**config.mk**
```make
export PLATFORM = sky130hd
export DESIGN_NAME = cp1_issue_ctrl
export DESIGN_NICKNAME = d
export VERILOG_FILES = /design/src/rtl/cp1_issue_ctrl.sv
export SDC_FILE = /design/constraint.sdc
export NUM_CORES = 1
export LEC_CHECK = 0
export CAP_MARGIN = 20
export CORE_MARGIN = 8
export CORE_UTILIZATION = 35
export CTS_BUF_LIST = sky130_fd_sc_hd__clkbuf_4 sky130_fd_sc_hd__clkbuf_8
export DETAILED_ROUTE_END_ITERATION = 10
export HOLD_SLACK_MARGIN = 0.12
export PLACE_DENSITY = 0.71
export SETUP_SLACK_MARGIN = 0.02
export SKIP_CTS_REPAIR_TIMING = 1
export SLEW_MARGIN = 10
export SYNTH_ARGS = -nofsm -noshare
export SYNTH_HDL_FRONTEND = slang
export SYNTH_SLANG_ARGS = --single-unit
```
**constraint.sdc**
```tcl
create_clock -name clk -period 2.7 [get_ports clk]
set_input_delay 0.54 -clock clk [delete_from_list [all_inputs] [get_ports clk]]
set_output_delay 0.54 -clock clk [all_outputs]
set_load 0.005 [all_outputs]
```
**src/rtl/cp1_issue_ctrl.sv**
```systemverilog
// CP1 command issue controller: hands COP1 commands from the pipeline to the coprocessor and returns one response.
// Optional REQ timeout is compiled in with CP1_TIMEOUT_EN; the default build waits for cp_ack indefinitely.
//
// state   | meaning
// --------+--------------------------------------------------------------
// ST_IDLE | ready for a command, no stall
// ST_REQ  | cp_req held with stable cp_inst/cp_wdata until cp_ack
// ST_RESP | one-cycle resp_valid strobe, then back to IDLE
module cp1_issue_ctrl #(
    parameter int TIMEOUT_CYCLES = 16
) (
    input  logic        clk,
    input  logic        rst,
    input  logic        cmd_valid,
    input  logic [31:0] cmd_inst,
    input  logic [31:0] cmd_wdata,
    output logic        cmd_ready,
    output logic        stall,
    output logic        cp_req,
    output logic [31:0] cp_inst,
    output logic [31:0] cp_wdata,
    input  logic        cp_ack,
    input  logic [31:0] cp_rdata,
    input  logic [7:0]  cp_flags,
    output logic        resp_valid,
    output logic [31:0] resp_data,
    output logic [7:0]  resp_flags,
    output logic        resp_err
);

    typedef enum logic [1:0] {
        ST_IDLE = 2'd0,
        ST_REQ  = 2'd1,
        ST_RESP = 2'd2
    } state_t;

    localparam logic [5:0] OP_COP1 = 6'b010001;

    if (TIMEOUT_CYCLES < 1) begin : g_bad_timeout
        $error("cp1_issue_ctrl: TIMEOUT_CYCLES must be at least 1");
    end

    state_t      state_q, state_d;
    logic [31:0] cp_inst_q, cp_inst_d;
    logic [31:0] cp_wdata_q, cp_wdata_d;
    logic [31:0] resp_data_q, resp_data_d;
    logic [7:0]  resp_flags_q, resp_flags_d;
    logic        resp_err_q, resp_err_d;

`ifdef CP1_TIMEOUT_EN
    localparam int TMO_W = (TIMEOUT_CYCLES < 2) ? 1 : $clog2(TIMEOUT_CYCLES);
    localparam logic [TMO_W-1:0] TMO_LAST = TMO_W'(TIMEOUT_CYCLES - 1);

    logic [TMO_W-1:0] tmo_cnt_q, tmo_cnt_d;
`endif

    always_comb begin
        state_d      = state_q;
        cp_inst_d    = cp_inst_q;
        cp_wdata_d   = cp_wdata_q;
        resp_data_d  = resp_data_q;
        resp_flags_d = resp_flags_q;
        resp_err_d   = resp_err_q;
`ifdef CP1_TIMEOUT_EN
        tmo_cnt_d    = tmo_cnt_q;
`endif
        unique case (state_q)
            ST_IDLE: begin
                if (cmd_valid) begin
                    if (cmd_inst[31:26] == OP_COP1) begin
                        cp_inst_d  = cmd_inst;
                        cp_wdata_d = cmd_wdata;
                        state_d    = ST_REQ;
`ifdef CP1_TIMEOUT_EN
                        tmo_cnt_d  = '0;
`endif
                    end else begin
                        resp_data_d  = '0;
                        resp_flags_d = '0;
                        resp_err_d   = 1'b1;
                        state_d      = ST_RESP;
                    end
                end
            end
            ST_REQ: begin
                // cp_ack wins over a timeout landing in the same cycle
                if (cp_ack) begin
                    resp_data_d  = (cp_inst_q[25:21] == 5'b00000) ? cp_rdata : '0;
                    resp_flags_d = cp_flags;
                    resp_err_d   = 1'b0;
                    state_d      = ST_RESP;
                end
`ifdef CP1_TIMEOUT_EN
                else if (tmo_cnt_q == TMO_LAST) begin
                    resp_data_d  = '0;
                    resp_flags_d = '0;
                    resp_err_d   = 1'b1;
                    state_d      = ST_RESP;
                end else begin
                    tmo_cnt_d = tmo_cnt_q + TMO_W'(1);
                end
`endif
            end
            ST_RESP: state_d = ST_IDLE;
            default: state_d = ST_IDLE;
        endcase
    end

    always_ff @(posedge clk) begin
        if (rst) begin
            state_q      <= ST_IDLE;
            cp_inst_q    <= '0;
            cp_wdata_q   <= '0;
            resp_data_q  <= '0;
            resp_flags_q <= '0;
            resp_err_q   <= 1'b0;
`ifdef CP1_TIMEOUT_EN
            tmo_cnt_q    <= '0;
`endif
        end else begin
            state_q      <= state_d;
            cp_inst_q    <= cp_inst_d;
            cp_wdata_q   <= cp_wdata_d;
            resp_data_q  <= resp_data_d;
            resp_flags_q <= resp_flags_d;
            resp_err_q   <= resp_err_d;
`ifdef CP1_TIMEOUT_EN
            tmo_cnt_q    <= tmo_cnt_d;
`endif
        end
    end

    assign cmd_ready  = (state_q == ST_IDLE);
    assign stall      = (state_q != ST_IDLE);
    assign cp_req     = (state_q == ST_REQ);
    assign resp_valid = (state_q == ST_RESP);
    assign cp_inst    = cp_inst_q;
    assign cp_wdata   = cp_wdata_q;
    assign resp_data  = resp_data_q;
    assign resp_flags = resp_flags_q;
    assign resp_err   = resp_err_q;

endmodule

```
==> summary.md, run 1 <==
| Metric | Value |
|---|---|
| Syn avg cell area | `between 10 and 15 µm²` |
| Post-synth EDFFs | `0` |
| WL/cell | `around 17 µm` |
| CTS tree | `done` |
| Proportion of layout cells with a drive suffix above 1 | `about a tenth` |
| Fin util | `57.54%` |
| Slew headroom | `approximately three quarters` |
| Routed vias | `3499` |
| CTS clock-pin slew for the worst setup and hold paths | `roughly 0.090 ns` |
| Final hold vios | `0` |
| RR Endpoint | `cp_wdata[26]` |
| CP arrival | `1.67 ns` |
| Class of the worst hold path | `reg2reg` |
| Area growth, synth to finish | `62.33%` |
| I/O pin cnt | `217` |
| Ys async rst share | `0%` |
| Placer's final routability congestion estimate | `~0.73` |
| Cell Int Power | `between 0.002 and 0.0025 W` |
| Starting Density | `35.44%` |
| Routed WL | `approximately 12 mm` |
| Post-DRT Antenna Nets | `0` |
| GRT Util Overall | `between 10% and 20%` |
| Tmin final | `~2.2 ns` |
| Reg-to-reg slack, setup | `between 1 and 1.5 ns` |
| CP top delay family | `buffers and inverters` |
| Outcome | `complete, no violations` |
| Nets@finish | `692` |
| Instance count on the critical path | `2` |
| Setup_tns | `0 ns` |
| Switching share of total power | `between 20% and 30%` |
| Drt first-iter violations | `approximately 220` |
| Hold_sp | `cp_wdata[24]` |
| WHS Path Cells | `2` |
| Reg power frac | `a little over half` |
| Req. time, crit path | `2.16 ns` |
| Worst-Margin Slew | `around 0.35 ns` |
| Critical path's largest stage delay | `around 0.58 ns` |
| Count of cell types in the netlist | `27` |
| Overall die height | `123.1 µm` |
| Vias in the first global route | `3616` |
| Count leader, synth | `nand2_1` |
| Worst-path cell chain | `nor2b_1, clkdlybuf4s50_1` |
| Final hold slack | `0.4611 ns` |
| Area leader, netlist | `dfxtp_1` |
| Post-synthesis register bit count | `about 110` |
| Logic pwr share | `about a tenth` |
| Max Cap Violations | `0` |
| Port Buffers | `between 200 and 250` |
| Rows | `39` |
| Core area | `about 11000 µm²` |
| DRC Markers | `0` |
| Most common library cells after synthesis | `117 x nand2_1, 107 x dfxtp_1, 59 x mux2i_1, 32 x a32o_2, 17 x clkbuf_1` |
| Pwr Density | `452.6 nW/µm²` |
| Root buf cell | `clkbuf_8` |
| Top-area cell type share of the netlist area | `between 50% and 60%` |
| Syn Std Cell Area | `around 4000 µm²` |
| Worst setup EP type | `output port` |
| Antenna violations before repair | `0` |
| Clk pwr share | `a little under two fifths` |
| CP Buf/Inv Count | `1` |
| Latest clock arrival within the worst-skew pair | `~0.37 ns` |
| Vias per cell | `~4.8` |
| Syn nets | `~500` |
| Total CTS buffers | `9` |
| Psw | `around 0.00063 W` |
| Startpoint types | `register` |
| Worst Reg-to-Reg Cells | `4` |
| Ant. Diodes | `0` |
| Clock buffer depth | `2` |
| Area contributors post-synth | `dfxtp_1 53%, mux2i_1 15%, nand2_1 11%` |
| Fin Clk Skew | `0.007308 ns` |
| VDD IR max | `about 0.24 mV` |
| CTS HTree Levels | `3` |
| R2r startpoint | `state_q[1]` |
| Highest Clock Rate | `between 0.4 and 0.5 GHz` |
| Leakage | `about 2.5 nW` |
| Hold Crit Endpoint | `cp_wdata[24]` |
| Synth warnings | `0` |
| Fin crit share | `around four fifths` |
| Final Slew Violations | `0` |
| Largest net degree at the start of global routing | `83` |
| Die area | `roughly 15000 µm²` |
| Syn Inst Count | `~380` |
| Final setup viols | `0` |
| CP Class | `reg2out` |
| Hpwl dp | `roughly 9.3 mm` |
| Global-route wire length before repair | `about 19 mm` |
| Non-Filler Instances | `732` |
| RSZ-0062 raised after global routing | `no` |
| Die Wd | `~120 µm` |
| Slowest CP cell | `clkdlybuf4s50_1` |
| Share of the yosys chip area belonging to registers | `53.38%` |
| First-pass iteration count of the detailed router | `4` |
| # clock sinks | `roughly 110` |
| Critical Path Fanout Max | `7` |
| Post-synth top flop | `dfxtp_1` |
| Placed insts | `716` |
| Total gr overflow | `0` |
## routing by layer
layer	vias up	global-route usage [%]	wire (µm)
met5	-	0	0
met3	14	9.269	1737
met2	154	24.94	5502
met1	1590	16.54	4780
li1	1741	-	-
met4	0	7.374	233
## cell families (layout without fill, tap and decap cells)
kind of cell,after synthesis,count (layout),synth area share (%)
simple gates,132,132,14.03
flops,107,107,53.38
mux,59,59,14.72
compound gates,48,48,12.50
buf+inv,36,243,5.363
## per-stage QoR
stage                     cell area, µm²  setup slack (ns)  total power, W
after floorplan                     4013             1.023        0.001709
after global placement              6292            0.3843        0.001899
after detailed placement            6292            0.3312        0.001904
after CTS                           6514            0.4736        0.002990
after global routing                6514            0.3666        0.003071
final                               6514            0.4915        0.002948
## layout by cell type (no fill, tap or decap), types with 2 or more instances in the layout
cell type | netlist | layout
a21oi_1 | 2 | 2
a32o_1 | 8 | 8
a32o_2 | 32 | 32
and3_1 | 4 | 4
buf_12 | 0 | 6
bufinv_16 | 0 | 2
clkbuf_4 | 0 | 3
clkbuf_8 | 0 | 9
clkdlybuf4s50_1 | 0 | 216
clkinvlp_4 | 0 | 2
dfxtp_1 | 107 | 107
inv_1 | 3 | 3
mux2i_1 | 59 | 59
nand2_1 | 117 | 117
nor2b_1 | 3 | 3
o21a_1 | 2 | 2
## how the worst max path moves through the flow
| stage | startpoint | to |
|---|---|---|
| 2_1_floorplan | cmd_inst[31] | cp_inst[10] |
| 3_3_place_gp | cmd_inst[31] | cp_wdata[14] |
| 3_5_place_dp | cmd_inst[31] | cp_wdata[31] |
| 4_1_cts | state_q[0] | cp_req |
| 5_1_grt | state_q[0] | cp_req |
| 6_report | state_q[0] | cp_req |
## power groups by stage
stage          Combinational (W)  Sequential (W)  Clock (W)
2_1_floorplan          0.0000855         0.00162          0
3_3_place_gp            0.000275         0.00162          0
3_5_place_dp            0.000280         0.00162          0
4_1_cts                 0.000282         0.00159    0.00112
5_1_grt                 0.000300         0.00159    0.00118
6_report                0.000279         0.00159    0.00108
## state kept, by name, summed over array words and instances (netlist names)
signal / flops
resp_err: 1
cp_wdata: 32
resp_flags: 8
cp_inst: 32
resp_data: 32
state_q: 2
## worst register-to-register path: stages, from the launching register on
cell     delay, ns
dfxtp_1       0.39
nor2_1        0.27
and4_4        0.37
buf_12        0.27
mux2i_1       0.24
## area by class of cell
class | instances | area [µm²]
repair buffers | 223 | 2290
flip-flops and latches | 107 | 2142
multi-input cells | 239 | 1664
well taps | 143 | 178.9
clock buffers | 12 | 146.4
fillers | 987 | 4807
clock inverters | 4 | 75.07
inverters | 4 | 17.52
No activity file was read; power rests on OpenSTA's default activity.
==> run 2: changes to the inputs <==
PLACE_DENSITY = 0.74   (was 0.71)
clock period = 2 ns   (was 2.7 ns; I/O delays follow)
==> run 2 against run 1 <==
Against the previous run: combinational power is 41% higher; via count up 1.9%; sequential power up 35%.
==> summary.md, run 2 (same netlist as run 1, synthesis figures left out) <==
| Metric | Value |
|---|---|
| WL/cell | `16.75 µm (was 16.74 µm)` |
| RR Endpoint | `resp_data[6] (was cp_wdata[26])` |
| Latest clock arrival within the worst-skew pair | `0.36 ns (was 0.37 ns)` |
| Port Buffers | `216 (unchanged)` |
| M1 wire length | `4.528 mm (was 4.780 mm)` |
| Total CTS buffers | `9 (unchanged)` |
| Leakage | `2.557 nW (was 2.484 nW)` |
| I/O pin cnt | `217 (unchanged)` |
| Vias per cell | `4.823 (was 4.780)` |
| Area growth, synth to finish | `64.76% (was 62.33%)` |
| Die Wd | `123.1 µm (unchanged)` |
| Max Cap Violations | `0 (unchanged)` |
| Proportion of layout cells with a drive suffix above 1 | `12.08% (was 10.36%)` |
| Req. time, crit path | `1.60 ns (was 2.16 ns)` |
| CP arrival | `1.45 ns (was 1.67 ns)` |
| Fin crit share | `92.64%` |
| Slew headroom | `79.62% (was 76.02%)` |
| Met3 wire len | `1.773 mm (was 1.737 mm)` |
| Hold Crit Endpoint | `cp_wdata[30] (was cp_wdata[24])` |
| Nets@finish | `699 (was 692)` |
| Rows | `39 (unchanged)` |
| Clock buffer depth | `2 (unchanged)` |
| CTS HTree Levels | `3 (unchanged)` |
| Critical Path Fanout Max | `7 (unchanged)` |
| Setup_tns | `0 ns (unchanged)` |
| Commonest cells after routing, fill and taps aside | `215 x clkdlybuf4s50_1, 117 x nand2_1, 105 x dfxtp_1 (was 216 x clkdlybuf4s50_1, 117 x nand2_1, 107 x dfxtp_1)` |
| Outcome | `complete, no violations (unchanged)` |
| Fin Clk Skew | `0.005980 ns (was 0.007308 ns)` |
| RSZ-0062 raised after global routing | `no (unchanged)` |
| Hold_sp | `cp_wdata[30] (was cp_wdata[24])` |
| Worst Reg-to-Reg Cells | `4 (unchanged)` |
| Routed vias | `3564 (was 3499)` |
| Uppermost routed layer | `met4 (unchanged)` |
| Vias in the first global route | `3699 (was 3616)` |
| Final Slew Violations | `0 (unchanged)` |
| Worst-Margin Slew | `0.3057 ns (was 0.3547 ns)` |
| Worst setup EP type | `output port (unchanged)` |
| Routed WL | `12.38 mm (was 12.25 mm)` |
| DRC Markers | `0 (unchanged)` |
| Most common cell after layout, fill and taps aside | `clkdlybuf4s50_1 (unchanged)` |
| Ant. Diodes | `0 (unchanged)` |
| Non-Filler Instances | `739 (was 732)` |
| First-pass iteration count of the detailed router | `4 (unchanged)` |
| Tmin final | `approximately 1.9 ns` |
| Startpoint types | `register (unchanged)` |
| Placer's final routability congestion estimate | `0.7317 (was 0.7256)` |
| Global-route wire length before repair | `18.70 mm (was 18.67 mm)` |
| CP Class | `reg2out (unchanged)` |
| Seq. cell area | `2145 µm² (was 2142 µm²)` |
| Class of the worst hold path | `reg2reg (unchanged)` |
| Placed insts | `723 (was 716)` |
| Multi-input logic area | `1669 µm² (was 1664 µm²)` |
| Final hold vios | `0 (unchanged)` |
| CTS clock-pin slew for the worst setup and hold paths | `0.09 ns (about the same)` |
| WHS Path Cells | `2 (unchanged)` |
| VDD IR max | `0.4192 mV (was 0.2448 mV)` |
| Pwr Density | `607.7 nW/µm² (was 452.6 nW/µm²)` |
| Highest Clock Rate | `around 0.54 GHz` |
| # clock sinks | `107 (unchanged)` |
| Total gr overflow | `0 (unchanged)` |
| GRT Util Overall | `15.70% (was 15.73%)` |
| Final setup viols | `0 (unchanged)` |
| Placement-stage cell area | `6370 µm² (was 6292 µm²)` |
| Core area | `11320 µm² (unchanged)` |
| Post-DRT Antenna Nets | `0 (unchanged)` |
| Root buf cell | `clkbuf_8 (unchanged)` |
| Filler cells | `982 (was 987)` |
| Met2 WL | `5.920 mm (was 5.502 mm)` |
| Post-route cell area | `6611 µm² (was 6514 µm²)` |
| Antenna violations before repair | `0 (unchanged)` |
| Largest net degree at the start of global routing | `81 (was 83)` |
| R2r startpoint | `cp_inst[21] (was state_q[1])` |
| Reg-to-reg slack, setup | `0.44 ns (was 1.08 ns)` |
| Starting Density | `35.44% (unchanged)` |
| Drt first-iter violations | `143 (was 222)` |
| Overall die height | `123.1 µm (unchanged)` |
| Hpwl dp | `9.651 mm (was 9.300 mm)` |
| Final hold slack | `0.4609 ns (was 0.4611 ns)` |
| CTS tree | `done (unchanged)` |
| Die area | `15150 µm² (unchanged)` |
## run 2: per-stage QoR
stage	util [%]	total power (W)	worst slack, ns
2_1_floorplan	-	0.002307	0.4627
3_3_place_gp	56.27	0.002579	-0.01571
3_5_place_dp	56.27	0.002586	-0.06194
4_1_cts	58.31	0.004082	-0.07037
5_1_grt	58.40	0.004184	0.07245
6_report	58.40	0.004018	0.1472
## run 2: worst max-delay path: stages, from the launching register on
cell             delay, ns
dfxtp_2               0.37
nor2_2                0.19
clkdlybuf4s50_1       0.54
## run 2: layout make-up
| cell class | instances | share of cell area (%) |
|---|---|---|
| well taps | 143 | 2.706 |
| flip-flops and latches | 107 | 32.44 |
| repair buffers | 230 | 35.84 |
| clock inverters | 4 | 1.098 |
| inverters | 4 | 0.2650 |
| clock buffers | 12 | 2.403 |
| multi-input cells | 239 | 25.25 |
## run 2: how the worst max path moves through the flow
stage	cells past startpoint	start	endpoint	slack, ns
after floorplan	5	cmd_inst[31]	cp_inst[10]	0.46
after global placement	5	cmd_inst[31]	cp_wdata[19]	-0.02
after detailed placement	5	cmd_inst[31]	cp_wdata[25]	-0.06
after CTS	2	state_q[0]	cp_req	-0.07
after global routing	2	state_q[1]	resp_valid	0.07
final	2	state_q[1]	cmd_ready	0.15
## run 2: report_power, final
part	switching, W	total [W]	internal (W)
Combinational	0.000139	0.000392	0.000253
Clock	0.000696	0.00148	0.000786
Sequential	0.00000641	0.00214	0.00214
## run 2: layer usage
layer  vias to the layer above  GRT usage, %
met5                         -             0
met4                         0         5.643
met3                        12         9.315
met2                       149         26.40
met1                      1655         15.88
li1                       1748             -
==> RTL edit: new RTL, flow settings as in run 2 <==
Put one more register stage on the output `resp_err`, cleared by the reset. The value now appears one clock later. The other outputs are not delayed to match.
--- a/src/rtl/cp1_issue_ctrl.sv
+++ b/src/rtl/cp1_issue_ctrl.sv
@@ -140,3 +140,9 @@
     assign resp_flags = resp_flags_q;
-    assign resp_err   = resp_err_q;
+    always_ff @(posedge clk) begin
+        if (rst) begin
+            resp_err <= '0;
+        end else begin
+            resp_err <= resp_err_q;
+        end
+    end
 
Behaviour: not the same (a bounded check fails within 4 cycles, from zero or initial values and one cycle with rst high).
==> RTL edit against run 2 <==
- non-clock buffer count rose by 8
- count of clock-buffer cells in the layout is the same
- final cell count up 1.1%
- power fell by 6.6%
- sequential cell count increased by 1
- synthesized area increased by 0.59%
- wire length increased by 1.8%
- utilization up 0.22 points
- sequential share of layout area is 0.22 points higher
- first-iteration DRC count fell by 22%
- cell area rose by 0.38%
- setup slack better by 0.0025 ns
- largest power group unchanged
==> RTL edit: results <==
metrics = {
    "drt": {
        "vias": 3626,
        "drt_iter0_drc": 112,
        "wire_per_inst_um": 16.9,
    },
    "grt": {
        "grt_pass1_vias": 3787,
        "globalRouteTotalUtil": 0.158,
        "grt_pass1_wl_um": 18800,
    },
    "layout": {
        "finalNetCount": 709,
        "fill_cells": 977,
        "fin_util": 0.586,
        "drive_gt1_frac": 0.129,
    },
    "synth": {
        "yosys-top-cells-area": "dfxtp_1 54%, mux2i_1 15%, nand2_1 11%",
        "yosysWarnings": 0,
        "netlist_top_cells_count": "117 x nand2_1, 108 x dfxtp_1, 59 x mux2i_1",
        "synthCells": 384,
        "ys.flop_type": "dfxtp_1",
        "syn_nets": 492,
    },
    "power": {
        "vdd_drop_max_uv": 489,
        "leakagePower_nw": 2.58,
    },
    "timing": {
        "skew_ns": 0.00895,
        "worst_slew_pin_slew_ns": 0.266,
    },
    "placement": {
        "pre_cts_slack_ns": -0.0851,
        "hpwl_um": 9830,
        "place_congestion": 0.744,
        "placed_area_mm2": 0.00645,
    },
    "run_status": {
        "status": "finished, final reports clean",
    },
}
==> RTL edit: critical path, delay by kind of cell, from the launching register on <==
kind,cells,cell delay [ns]
and+or+nand+nor,1,0.15
buffers and inverters,1,0.54
DFF,1,0.41
==> RTL edit: cell families after synthesis <==
| group | share of synthesized area |
|---|---|
| muxes | 0.146 |
| DFF | 0.536 |
| buffers and inverters | 0.0533 |
| and+or+nand+nor | 0.140 |
| AOI/OAI and AO/OA | 0.124 |
==> RTL edit: layer usage <==
| layer | up-vias | wire [um] | GRT usage |
|---|---|---|---|
| met2 | 160 | 5900 | 0.259 |
| met1 | 1670 | 4620 | 0.160 |
| li1 | 1773 | - | - |
| met4 | 0 | 345 | 0.0790 |
| met5 | - | 0 | 0 |
| met3 | 23 | 1740 | 0.0895 |
==> RTL edit: area by class of cell <==
cell class / instances / area share
Clock buffer: 12 / 0.0230
Clock inverter: 2 / 0.00189
Inverter: 4 / 0.00264
Multi-Input combinational cell: 240 / 0.253
Sequential cell: 108 / 0.327
Tap cell: 143 / 0.0270
Timing Repair Buffer: 238 / 0.366
==> RTL edit: power breakdown <==
| group | total, mW | switching [mW] | internal, mW |
|---|---|---|---|
| logic | 0.403 | 0.142 | 0.261 |
| clock network | 1.19 | 0.684 | 0.501 |
| registers | 2.16 | 0.00674 | 2.16 |
==> RTL edit: final timing paths <==
kind,slack [ns],cells past startpoint,end,start
worst max register to register,0.45,4,resp_data[1],cp_inst[21]
worst max-delay path,0.15,2,resp_valid,state_q[1]
worst min-delay path,0.46,2,cp_wdata[0],cp_wdata[0]
worst min register to register,0.46,2,cp_wdata[0],cp_wdata[0]
